`config.mk`:
```
export PLATFORM = sky130hd
export DESIGN_NAME = sr_drive_ctrl
export DESIGN_NICKNAME = d
export VERILOG_FILES = /design/src/rtl/sr_drive_ctrl.sv
export SDC_FILE = /design/constraint.sdc
export NUM_CORES = 1
export LEC_CHECK = 0
export ABC_AREA = 1
export BUFFER_PORTS_ARGS = -buffer_cell sky130_fd_sc_hd__buf_2
export CAP_MARGIN = 20
export CORE_MARGIN = 2
export CORE_UTILIZATION = 42
export DETAILED_ROUTE_END_ITERATION = 6
export PLACE_DENSITY_LB_ADDON = 0.25
export SLEW_MARGIN = 20
export SYNTH_ARGS = -nofsm -noshare
export SYNTH_HDL_FRONTEND = slang
export SYNTH_SLANG_ARGS = --single-unit
```
`constraint.sdc`:
```
create_clock -name clk -period 1.56 [get_ports clk]
set_clock_uncertainty 0.1 [all_clocks]
set_input_delay 0.078 -clock clk [delete_from_list [all_inputs] [get_ports clk]]
set_output_delay 0.078 -clock clk [all_outputs]
set_load 0.1 [all_outputs]
```
`src/rtl/sr_drive_ctrl.sv`:
```
`default_nettype none
// ============================================================================
// Module      : sr_drive_ctrl
// Description : Debounces set/reset push-buttons and issues clean, gapped,
//               arbitrated s/r pulses to an SR latch stage.
// Revision    : 1.0 - initial release
// ============================================================================
module sr_drive_ctrl #(
    parameter int DEB_CYCLES   = 4,
    parameter int PULSE_CYCLES = 2,
    parameter int GAP_CYCLES   = 1,
    parameter int CNT_W        = 8
) (
    input  logic clk,
    input  logic rst_n,
    input  logic set_req,
    input  logic rst_req,
    output logic s,
    output logic r,
    output logic busy,
    output logic conflict,
    output logic q_exp
);

    typedef enum logic [2:0] {
        ST_INIT    = 3'd0,
        ST_IDLE    = 3'd1,
        ST_PULSE_S = 3'd2,
        ST_PULSE_R = 3'd3,
        ST_GAP     = 3'd4
    } state_t;

    localparam logic [CNT_W-1:0] c_DEB_LAST   = CNT_W'(DEB_CYCLES - 1);
    localparam logic [CNT_W-1:0] c_PULSE_LAST = CNT_W'(PULSE_CYCLES);
    localparam logic [CNT_W-1:0] c_GAP_LAST   = CNT_W'(GAP_CYCLES);
    localparam logic [CNT_W-1:0] c_ONE        = CNT_W'(1);

    logic [1:0] raw;       // bit 0 = set, bit 1 = reset
    logic [1:0] deb_rise;

    assign raw = {rst_req, set_req};

    genvar gi;
    for (gi = 0; gi < 2; gi++) begin : g_cond
        logic             sync1_q, sync2_q, deb_q, deb_prev_q;
        logic [CNT_W-1:0] cnt_q;

        always_ff @(posedge clk or negedge rst_n) begin
            if (!rst_n) begin
                sync1_q    <= 1'b0;
                sync2_q    <= 1'b0;
                deb_q      <= 1'b0;
                deb_prev_q <= 1'b0;
                cnt_q      <= '0;
            end else begin
                sync1_q    <= raw[gi];
                sync2_q    <= sync1_q;
                deb_prev_q <= deb_q;
                if (sync2_q == deb_q) begin
                    cnt_q <= '0;
                end else if (cnt_q == c_DEB_LAST) begin
                    deb_q <= ~deb_q;
                    cnt_q <= '0;
                end else begin
                    cnt_q <= cnt_q + c_ONE;
                end
            end
        end

        assign deb_rise[gi] = deb_q & ~deb_prev_q;
    end

    state_t           state_q, state_d;
    logic [CNT_W-1:0] cnt_q, cnt_d;
    logic             pend_s_q, pend_s_d, pend_r_q, pend_r_d;
    logic             s_q, s_d, r_q, r_d, busy_q, busy_d;
    logic             conflict_q, conflict_d, q_exp_q, q_exp_d;
    logic             take_s, take_r;

    always_comb begin
        state_d = state_q;
        cnt_d   = cnt_q;
        q_exp_d = q_exp_q;
        take_s  = 1'b0;
        take_r  = 1'b0;
        case (state_q)
            ST_INIT: begin
                state_d = ST_PULSE_R;
                cnt_d   = c_ONE;
            end
            ST_IDLE: begin
                if (pend_r_q) begin
                    state_d = ST_PULSE_R;
                    cnt_d   = c_ONE;
                    take_r  = 1'b1;
                end else if (pend_s_q) begin
                    state_d = ST_PULSE_S;
                    cnt_d   = c_ONE;
                    take_s  = 1'b1;
                end
            end
            ST_PULSE_S, ST_PULSE_R: begin
                if (cnt_q == c_PULSE_LAST) begin
                    state_d = ST_GAP;
                    cnt_d   = c_ONE;
                    q_exp_d = (state_q == ST_PULSE_S);
                end else begin
                    cnt_d = cnt_q + c_ONE;
                end
            end
            ST_GAP: begin
                if (cnt_q == c_GAP_LAST) begin
                    state_d = ST_IDLE;
                    cnt_d   = '0;
                end else begin
                    cnt_d = cnt_q + c_ONE;
                end
            end
            default: begin
                state_d = ST_IDLE;
                cnt_d   = '0;
            end
        endcase

        // A fresh request on the serving clock re-arms the flag rather than being lost.
        pend_s_d = pend_s_q & ~take_s;
        pend_r_d = pend_r_q & ~take_r;
        if (deb_rise[1])
            pend_r_d = 1'b1;
        else if (deb_rise[0])
            pend_s_d = 1'b1;
        conflict_d = deb_rise[0] & deb_rise[1];

        s_d    = (state_d == ST_PULSE_S);
        r_d    = (state_d == ST_PULSE_R);
        busy_d = (state_d != ST_IDLE);
    end

    always_ff @(posedge clk or negedge rst_n) begin
        if (!rst_n) begin
            state_q    <= ST_INIT;
            cnt_q      <= '0;
            pend_s_q   <= 1'b0;
            pend_r_q   <= 1'b0;
            s_q        <= 1'b0;
            r_q        <= 1'b0;
            busy_q     <= 1'b0;
            conflict_q <= 1'b0;
            q_exp_q    <= 1'b0;
        end else begin
            state_q    <= state_d;
            cnt_q      <= cnt_d;
            pend_s_q   <= pend_s_d;
            pend_r_q   <= pend_r_d;
            s_q        <= s_d;
            r_q        <= r_d;
            busy_q     <= busy_d;
            conflict_q <= conflict_d;
            q_exp_q    <= q_exp_d;
        end
    end

    assign s        = s_q;
    assign r        = r_q;
    assign busy     = busy_q;
    assign conflict = conflict_q;
    assign q_exp    = q_exp_q;

endmodule
`default_nettype wire

```
; Yosys cells after proc, flatten, opt, wreduce, memory -nomap -nowiden
; Index checks and enable logic that the tools add are counted.
[op_classes]
n_addsub = 3
n_eq_ne = 14
muxes = 22
bitwise = 13
n_reduce_logical = 5
[ops]
columns = op, n
row1 = 8-bit two-way mux, 8
row2 = 8-bit one-hot mux with 4 select lines, 1
row3 = 8-bit by 1-bit adder with 8-bit output (second input constant), 3
row4 = 8-bit by 2-bit == test with 1-bit output (second input constant), 3
row5 = 3-bit by 2-bit == test with 1-bit output (second input constant), 4
row6 = 3-bit two-way mux, 4
row7 = 3-bit one-hot mux with 4 select lines, 1
row8 = 8-bit by 1-bit == test with 1-bit output (second input constant), 1
row9 = 1-bit two-way mux, 8
row10 = 1-bit inverter, 8
row11 = 2-bit AND reduction, 3
row12 = 1-bit bitwise AND, 5
row13 = 3-bit by 1-bit == test with 1-bit output (second input constant), 1
row14 = 3-bit == test (second input constant), 1
row15 = 3-bit zero test, 1
row16 = 3-bit by 1-bit inequality test with 1-bit output (second input constant), 1
row17 = 3-bit inequality test (second input constant), 1
row18 = 1-bit == test, 2
row19 = 2-bit OR reduction, 1
[word_totals]
register_bits = 42
in_bits = 4
out_inout_bits = 5
elab_cells = 76

; Longest topological paths before layout
; Gate-level depths: netlist (run 1).
[depth]
depth_word = 7
mapped_depth = 8
ltp_nobuf = 8

; Least setup slack after synthesis (run 1)
; No wires, ideal clock.
[synth_path]
path_type = flip-flop to flip-flop
from = reg cnt_q[0]
to = reg busy_q (netlist: busy)
setup_time_ps = 124
arrival_ps = 1063
t_required_ps = 1336
slack_ps = 272
path_stages_with_launch = 8
n_path_buf = 0
synth_period_minus_slack_ps = 1288
path_cell_list = dfrtp_1 inv_1 ha_1 nand2_1 nor2_1 nor2_1 nor2_1 nand2_1
[synth_between]
elab_chain_len = 4
word_cells_on_any_way = 6
classes_between = eq/ne (3) / mux (3)
[synth_lines]
columns = item, line
row1 = start: declaration, 74  ; logic [CNT_W-1:0] cnt_q, cnt_d;
row2 = start signal: assignment, 152  ; cnt_q <= cnt_d;
row3 = 8-bit by 1-bit == test with 1-bit output or 8-bit by 2-bit == test with 1-bit output (tied branches), "112, 103"
row4 = "3-bit two-way mux, on equally long branches", "112, 103"
row5 = 3-bit one-hot mux with 4 select lines (*), 86  ; case (state_q)
row6 = 3-bit by 1-bit inequality test with 1-bit output (*), 136  ; busy_d = (state_d != ST_IDLE);
row7 = named net busy_d, 76  ; logic s_q, s_d, r_q, r_d, busy_q, busy_d;
row8 = end signal: assignment, 157  ; busy_q <= busy_d;
row9 = end: declaration, 76
; The timed path passes the listed nets; every way through them passes the cells marked *.
; A chain may end at the register's enable or synchronous reset.

; Worst setup path in the final report (run 1)
[layout_path]
from = reg cnt_q[0]
to = reg s_q (netlist: s)
[layout_between]
elab_chain_len = 4
word_cells_on_any_way = 6
classes_between = eq/ne (3) / mux (3)
[layout_lines]
columns = item, line
row1 = 8-bit by 1-bit == test with 1-bit output or 8-bit by 2-bit == test with 1-bit output (tied branches), "112, 103"
row2 = "3-bit two-way mux, on equally long branches", "112, 103"
row3 = 3-bit one-hot mux with 4 select lines (*), 86
row4 = named net state_d[0], 73  ; state_t state_q, state_d;
row5 = 3-bit by 2-bit == test with 1-bit output (*), 134  ; s_d = (state_d == ST_PULSE_S);
row6 = named net s_d, 76
row7 = end signal: assignment, 145  ; s_q <= 1'b0;
row8 = end signal: assignment, 155  ; s_q <= s_d;
row9 = end: declaration, 76
; Marked as above.

==> results of run 1 <==
==> power by group through the flow <==
stage / combinational (W) / clock (W) / sequential, W
floorplan: 0.000793 / 0 / 0.00191
global placement: 0.00147 / 0 / 0.00160
detailed placement: 0.00148 / 0 / 0.00161
CTS: 0.00149 / 0.000755 / 0.00159
global route: 0.00169 / 0.000792 / 0.00163
finish: 0.00150 / 0.000709 / 0.00159
==> layout by cell type, fill, tap and decap left out, types with 2 or more instances in the layout <==
| cell | n |
|---|---|
| dlygate4sd3_1 | 3 |
| nor3b_1 | 2 |
| nand2_1 | 49 |
| buf_4 | 5 |
| nor2_1 | 36 |
| nor3_1 | 2 |
| nand3_1 | 17 |
| nor2_2 | 2 |
| xor2_1 | 6 |
| o21ai_0 | 13 |
| ha_1 | 5 |
| o211ai_1 | 5 |
| xnor2_1 | 3 |
| dfrtp_1 | 42 |
| inv_1 | 38 |
| clkbuf_8 | 6 |
| a21oi_1 | 6 |
| nand4_1 | 6 |
| buf_2 | 8 |
==> cells in the mapped netlist, drive strengths merged <==
library cell | instances | area, um^2
nand3b | 1 | 7.51
xor2 | 6 | 52.6
a21oi | 7 | 38.8
ha | 5 | 62.6
inv | 39 | 146
nand3 | 18 | 90.1
dfrtp | 42 | 1050
nand2 | 49 | 184
xnor2 | 3 | 26.3
nor3b | 2 | 15.0
nor3 | 3 | 26.3
o211ai | 5 | 37.5
nand4 | 6 | 37.5
nor2 | 38 | 143
a21boi | 1 | 7.51
o21ai | 14 | 73.8
==> final timing paths <==
path                            slack (ns)              endpoint         startpoint
worst max-delay path                  0.17                     s           cnt_q[0]
worst min-delay path                  0.25     g_cond[1].sync2_q  g_cond[1].sync1_q
worst max register to register        0.17                     s           cnt_q[0]
worst min register to register        0.25     g_cond[1].sync2_q  g_cond[1].sync1_q
max in group asynchronous             0.73  g_cond[1].deb_prev_q              rst_n
min in group asynchronous             0.27              cnt_q[5]              rst_n
==> layout make-up <==
type | count | area (um^2)
flip-flops and latches | 42 | 1050
repair buffers | 16 | 108
fillers | 452 | 2380
clock buffers | 7 | 86.3
clock inverters | 1 | 5.00
inverters | 39 | 146
well taps | 54 | 67.6
multi-input cells | 158 | 812
==> metal layers <==
metal  global-route usage, %  wire length (um)
met5                       0                 0
met4                    6.58                15
met3                    3.73                67
met2                    24.7              1670
met1                    19.2              1780
==> cells by family (layout without fill, tap and decap cells) <==
| kind of cell | Yosys count | count (layout) |
|---|---|---|
| adder cells (fa/ha/maj) | 5 | 5 |
| XOR/XNOR | 9 | 9 |
| AND/OR/NAND/NOR | 117 | 117 |
| buffers and inverters | 39 | 63 |
| flip-flops | 42 | 42 |
| AO/OA/AOI/OAI | 27 | 27 |
==> sequential cells by signal, summed over array words and instances, names as in the netlist, 2 cells and up <==
| register | count |
|---|---|
| g_cond.cnt_q | 16 |
| cnt_q | 8 |
| state_q | 3 |
| g_cond.deb_prev_q | 2 |
| g_cond.deb_q | 2 |
| g_cond.sync1_q | 2 |
| g_cond.sync2_q | 2 |
==> through the flow <==
step	setup WS (ns)	utilization, %	cells	power, W
6_report	0.168	48.8	317	0.00380
5_1_grt	0.000681	48.8	317	0.00412
4_1_cts	0.104	48.6	317	0.00384
3_5_place_dp	0.126	46.0	306	0.00310
3_3_place_gp	0.156	46.0	306	0.00308
2_1_floorplan	0.272	-	239	0.00270
==> timing repair <==
action | 4_1_cts | 5_1_grt
setup endpoints to repair | 0 | 6
endpoints found under the hold margin | 44 | 0
resized for setup | 0 | 3
hold buffers | 3 | 0
==> impl_metrics.toml, run 1 <==
[status]
outcome = "finished clean"

[sta]
worst-slew-pin-transition_ns = 0.516
finalCritPeriodShare_pct = 89.2
setup_viol = 0
hold_viol = 0
fmax_mhz = 718
post-route-min-period_ns = 1.39
relSlewSlack_pct = 65.6
rsz0062_at_grt = "false"
drv_slew = 0
finalSetupTns_ns = 0
hold-worst-slack_ns = 0.250

[synth]
syn_inst = 239
muxShareOfSynthArea_pct = 0
synth-compound-area-share_pct = 7.88
synth_xor_area_share_pct = 3.94
synth_fa_ha_area_share_pct = 3.13
ys_types = 20
ys_warn_count = 0
synth-simple-area-share_pct = 25.2
avgSynthCellArea_um2 = 8.37
synth_area_mm2 = 0.00200
synth_top_family_by_area = "simple AND/OR/NAND/NOR gates"
syn_nets = 248
synth_seq_area_share_pct = 52.6
ys_ff_latch = 42

[die]
io_pins = 9
start_util_pct = 42.9
fp.dieW_um = 73.0
dieArea_mm2 = 0.00533
rows = 25
core_area_mm2 = 0.00466
die_y_um = 73.0

[grt]
gr-usage-all-layers_pct = 15.2
grt_pass1_vias = 1421
antenna_found_initial = 0
grt_start_max_net_pins = 43
grt_pass1_wl_um = 6200
grt_overflow = 0

[critical_path]
path_cells = "inv_1 > ha_1 > inv_1 > nor2_2 > nand2_1 > nand3_1 > nand2_1 > nor2_1"
path_delay_family = "simple AND/OR/NAND/NOR gates"
cp.depth = 8
path_buf_inv = 2
path_class = "flop to flop"
arrival_ns = 1.51
endpoint_kind = "flop"
slowest_stage = "dfrtp_1"
crit_fanout = 5
rr_worst_depth = 8
worstPathRequired_ns = 1.68
cp-start-kind = "flop"
slowest_delay_ns = 0.43

[placed_design]
io_buffers = 8
placed_cell_area_mm2 = 0.00214
gp_congestion = 0.865
hpwl_um = 2540

[hold_path]
hold_depth = 0
hold_path_class = "flop to flop"

[power]
p_clk_share_pct = 18.7
p_switching_w = 0.00163
internal-power_w = 0.00216
sw_frac_of_total_pct = 43.0
seq_power_share_pct = 42.0
leakagePower_nw = 1.14
ir_drop_mv = 0.739
power.density_mw_per_mm2 = 1670
combPwrFrac_pct = 39.4

[final_layout]
syn2layout_area_growth_pct = 13.8
diodes = 0
layout.nets = 271
final_layout_size_suffix_gt1_share_pct = 10.3
fin_area_mm2 = 0.00228

[drt]
drc_errors = 0
wl_per_cell_um = 11.2
first_pass_iters = 4
wl_um = 3540
ant_nets = 0
drtIter0Drc = 35
routed_via_density = 4.67
vias = 1479

[cts]
post_cts_buffers = 0
worstSkewPairLatency_ns = 0.29
clock-sinks = 42
cts_tree = "done"
clockBufferDepth = 2
root_buffer = "clkbuf_8"
cts_made_buffers = 5
cts.clk_slew.worst_paths_ns = 0.08
cts-htree-levels = 2

[run]
maxCapViolCount = 0
Note: power is estimated with default switching activity, not from simulation.
==> run 2, diff against run 1 <==
--- a/config.mk
+++ b/config.mk
@@ -12,6 +12,7 @@
 export CORE_UTILIZATION = 42
 export DETAILED_ROUTE_END_ITERATION = 6
 export PLACE_DENSITY_LB_ADDON = 0.25
+export SKIP_CTS_REPAIR_TIMING = 1
 export SLEW_MARGIN = 20
 export SYNTH_ARGS = -nofsm -noshare
 export SYNTH_HDL_FRONTEND = slang
==> constraint.sdc (replaced) <==
create_clock -name clk -period 1.56 [get_ports clk]
set_clock_uncertainty 0.1 [all_clocks]
set_input_delay 0.312 -clock clk [delete_from_list [all_inputs] [get_ports clk]]
set_output_delay 0.312 -clock clk [all_outputs]
set_load 0.1 [all_outputs]
==> impl_metrics.toml, run 2 (synthesis results as in run 1) <==
[status]
outcome = "finished clean"

[final_layout]
top_regs = "g_cond.cnt_q: 16 flops, cnt_q: 8 flops, state_q: 3 flops"
top_register = "g_cond.cnt_q"
final_layout_size_suffix_gt1_share_pct = 10.7
layout.nets = 269
diodes = 0
fin_util_pct = 48.6
syn2layout_area_growth_pct = 13.3
layout_common_cells = "49 x nand2_1, 41 x dfrtp_1, 38 x inv_1"
largest_register_ffs = 16
final_common_cell = "nand2_1"
fin_area_mm2 = 0.00227

[power]
power.density_mw_per_mm2 = 1670
leakagePower_nw = 1.13
ir_drop_mv = 0.716

[sta]
hold-worst-slack_ns = 0.0212
setup_viol = 0
drv_slew = 0
finalCritPeriodShare_pct = 94.0
hold_viol = 0
finalSetupTns_ns = 0
post-route-min-period_ns = 1.47
worst-slew-pin-transition_ns = 0.495
relSlewSlack_pct = 67.2
fmax_mhz = 682
rsz0062_at_grt = "false"

[die]
io_pins = 9
fp.dieW_um = 73.0
start_util_pct = 42.9
rows = 25
core_area_mm2 = 0.00466
dieArea_mm2 = 0.00533
die_y_um = 73.0

[cts]
worstSkewPairLatency_ns = 0.29
cts-htree-levels = 2
root_buffer = "clkbuf_8"
clockBufferDepth = 2
clock-sinks = 42
cts.clk_slew.worst_paths_ns = 0.09
cts_made_buffers = 5
cts_tree = "done"

[critical_path]
path_class = "flop to output port"
slowest_delay_ns = 0.42
slowest_stage = "buf_2"
path_cells = "buf_2"
crit_fanout = 1
cp-start-kind = "flop"
path_delay_family = "buffers and inverters"
worstPathRequired_ns = 1.15
arrival_ns = 1.05
path_buf_inv = 1
endpoint_kind = "output port"

[placed_design]
hpwl_um = 2530
io_buffers = 8
gp_congestion = 0.838
placed_cell_area_mm2 = 0.00216

[drt]
drtIter0Drc = 117
vias = 1515
routed_via_density = 4.81
first_pass_iters = 6
ant_nets = 0
wl_um = 3490
wl_per_cell_um = 11.1
drc_errors = 0

[grt]
grt_pass1_vias = 1414
grt_pass1_wl_um = 6130
antenna_found_initial = 0
grt_start_max_net_pins = 43
gr-usage-all-layers_pct = 14.9
grt_overflow = 0

[hold_path]
hold_path_class = "input pin to flop"

[run]
maxCapViolCount = 0
==> run 2: changes by cell type in the layout (fill, tap and decap cells not counted), sizes merged <==
cell / change
clkbuf: -1
dlygate4sd3: -2
clkinvlp: +1
buf: -1
clkinv: +1
==> run 2: power breakdown <==
group          internal (W)  switching, W
registers           0.00136      0.000235
clock network      0.000314      0.000385
logic              0.000457       0.00103
==> run 2: path summary, 6_finish.rpt <==
path / to / slack [ns] / cells after the start / start
min in group asynchronous: cnt_q[2] / 0.42 / 3 / rst_n
max in group asynchronous: state_q[0] / 0.72 / 3 / rst_n
worst max-delay path: busy / 0.09 / 1 / busy
worst min-delay path: g_cond[0].sync1_q / 0.02 / 1 / set_req
worst min register to register: g_cond[1].sync2_q / 0.25 / 0 / g_cond[1].sync1_q
worst max register to register: cnt_q[0] / 0.16 / 8 / cnt_q[0]
==> run 2: per-layer routing <==
layer / part of all wire [%] / up-vias / GRT usage, %
met3: 2.5 / 5 / 2.90
met2: 47 / 17 / 22.9
li1: - / 797 / -
met4: 1.2 / 0 / 6.79
met5: 0 / - / 0
met1: 49 / 696 / 20.3
==> run 2: area by class of cell <==
cell class	instances	area [um^2]
Clock buffer	5	68.8
Clock inverter	3	21.3
Fill cell	444	2390
Inverter	39	146
Multi-Input combinational cell	158	807
Sequential cell	42	1050
Tap cell	54	67.6
Timing Repair Buffer	14	103
==> run 2: metrics by stage <==
step / worst slack [ns] / cells / total power (W)
2_1_floorplan: 0.250 / 239 / 0.00270
3_3_place_gp: 0.163 / 306 / 0.00308
3_5_place_dp: 0.122 / 306 / 0.00309
4_1_cts: 0.00950 / 314 / 0.00381
5_1_grt: 0.00359 / 315 / 0.00410
6_report: 0.0940 / 315 / 0.00378
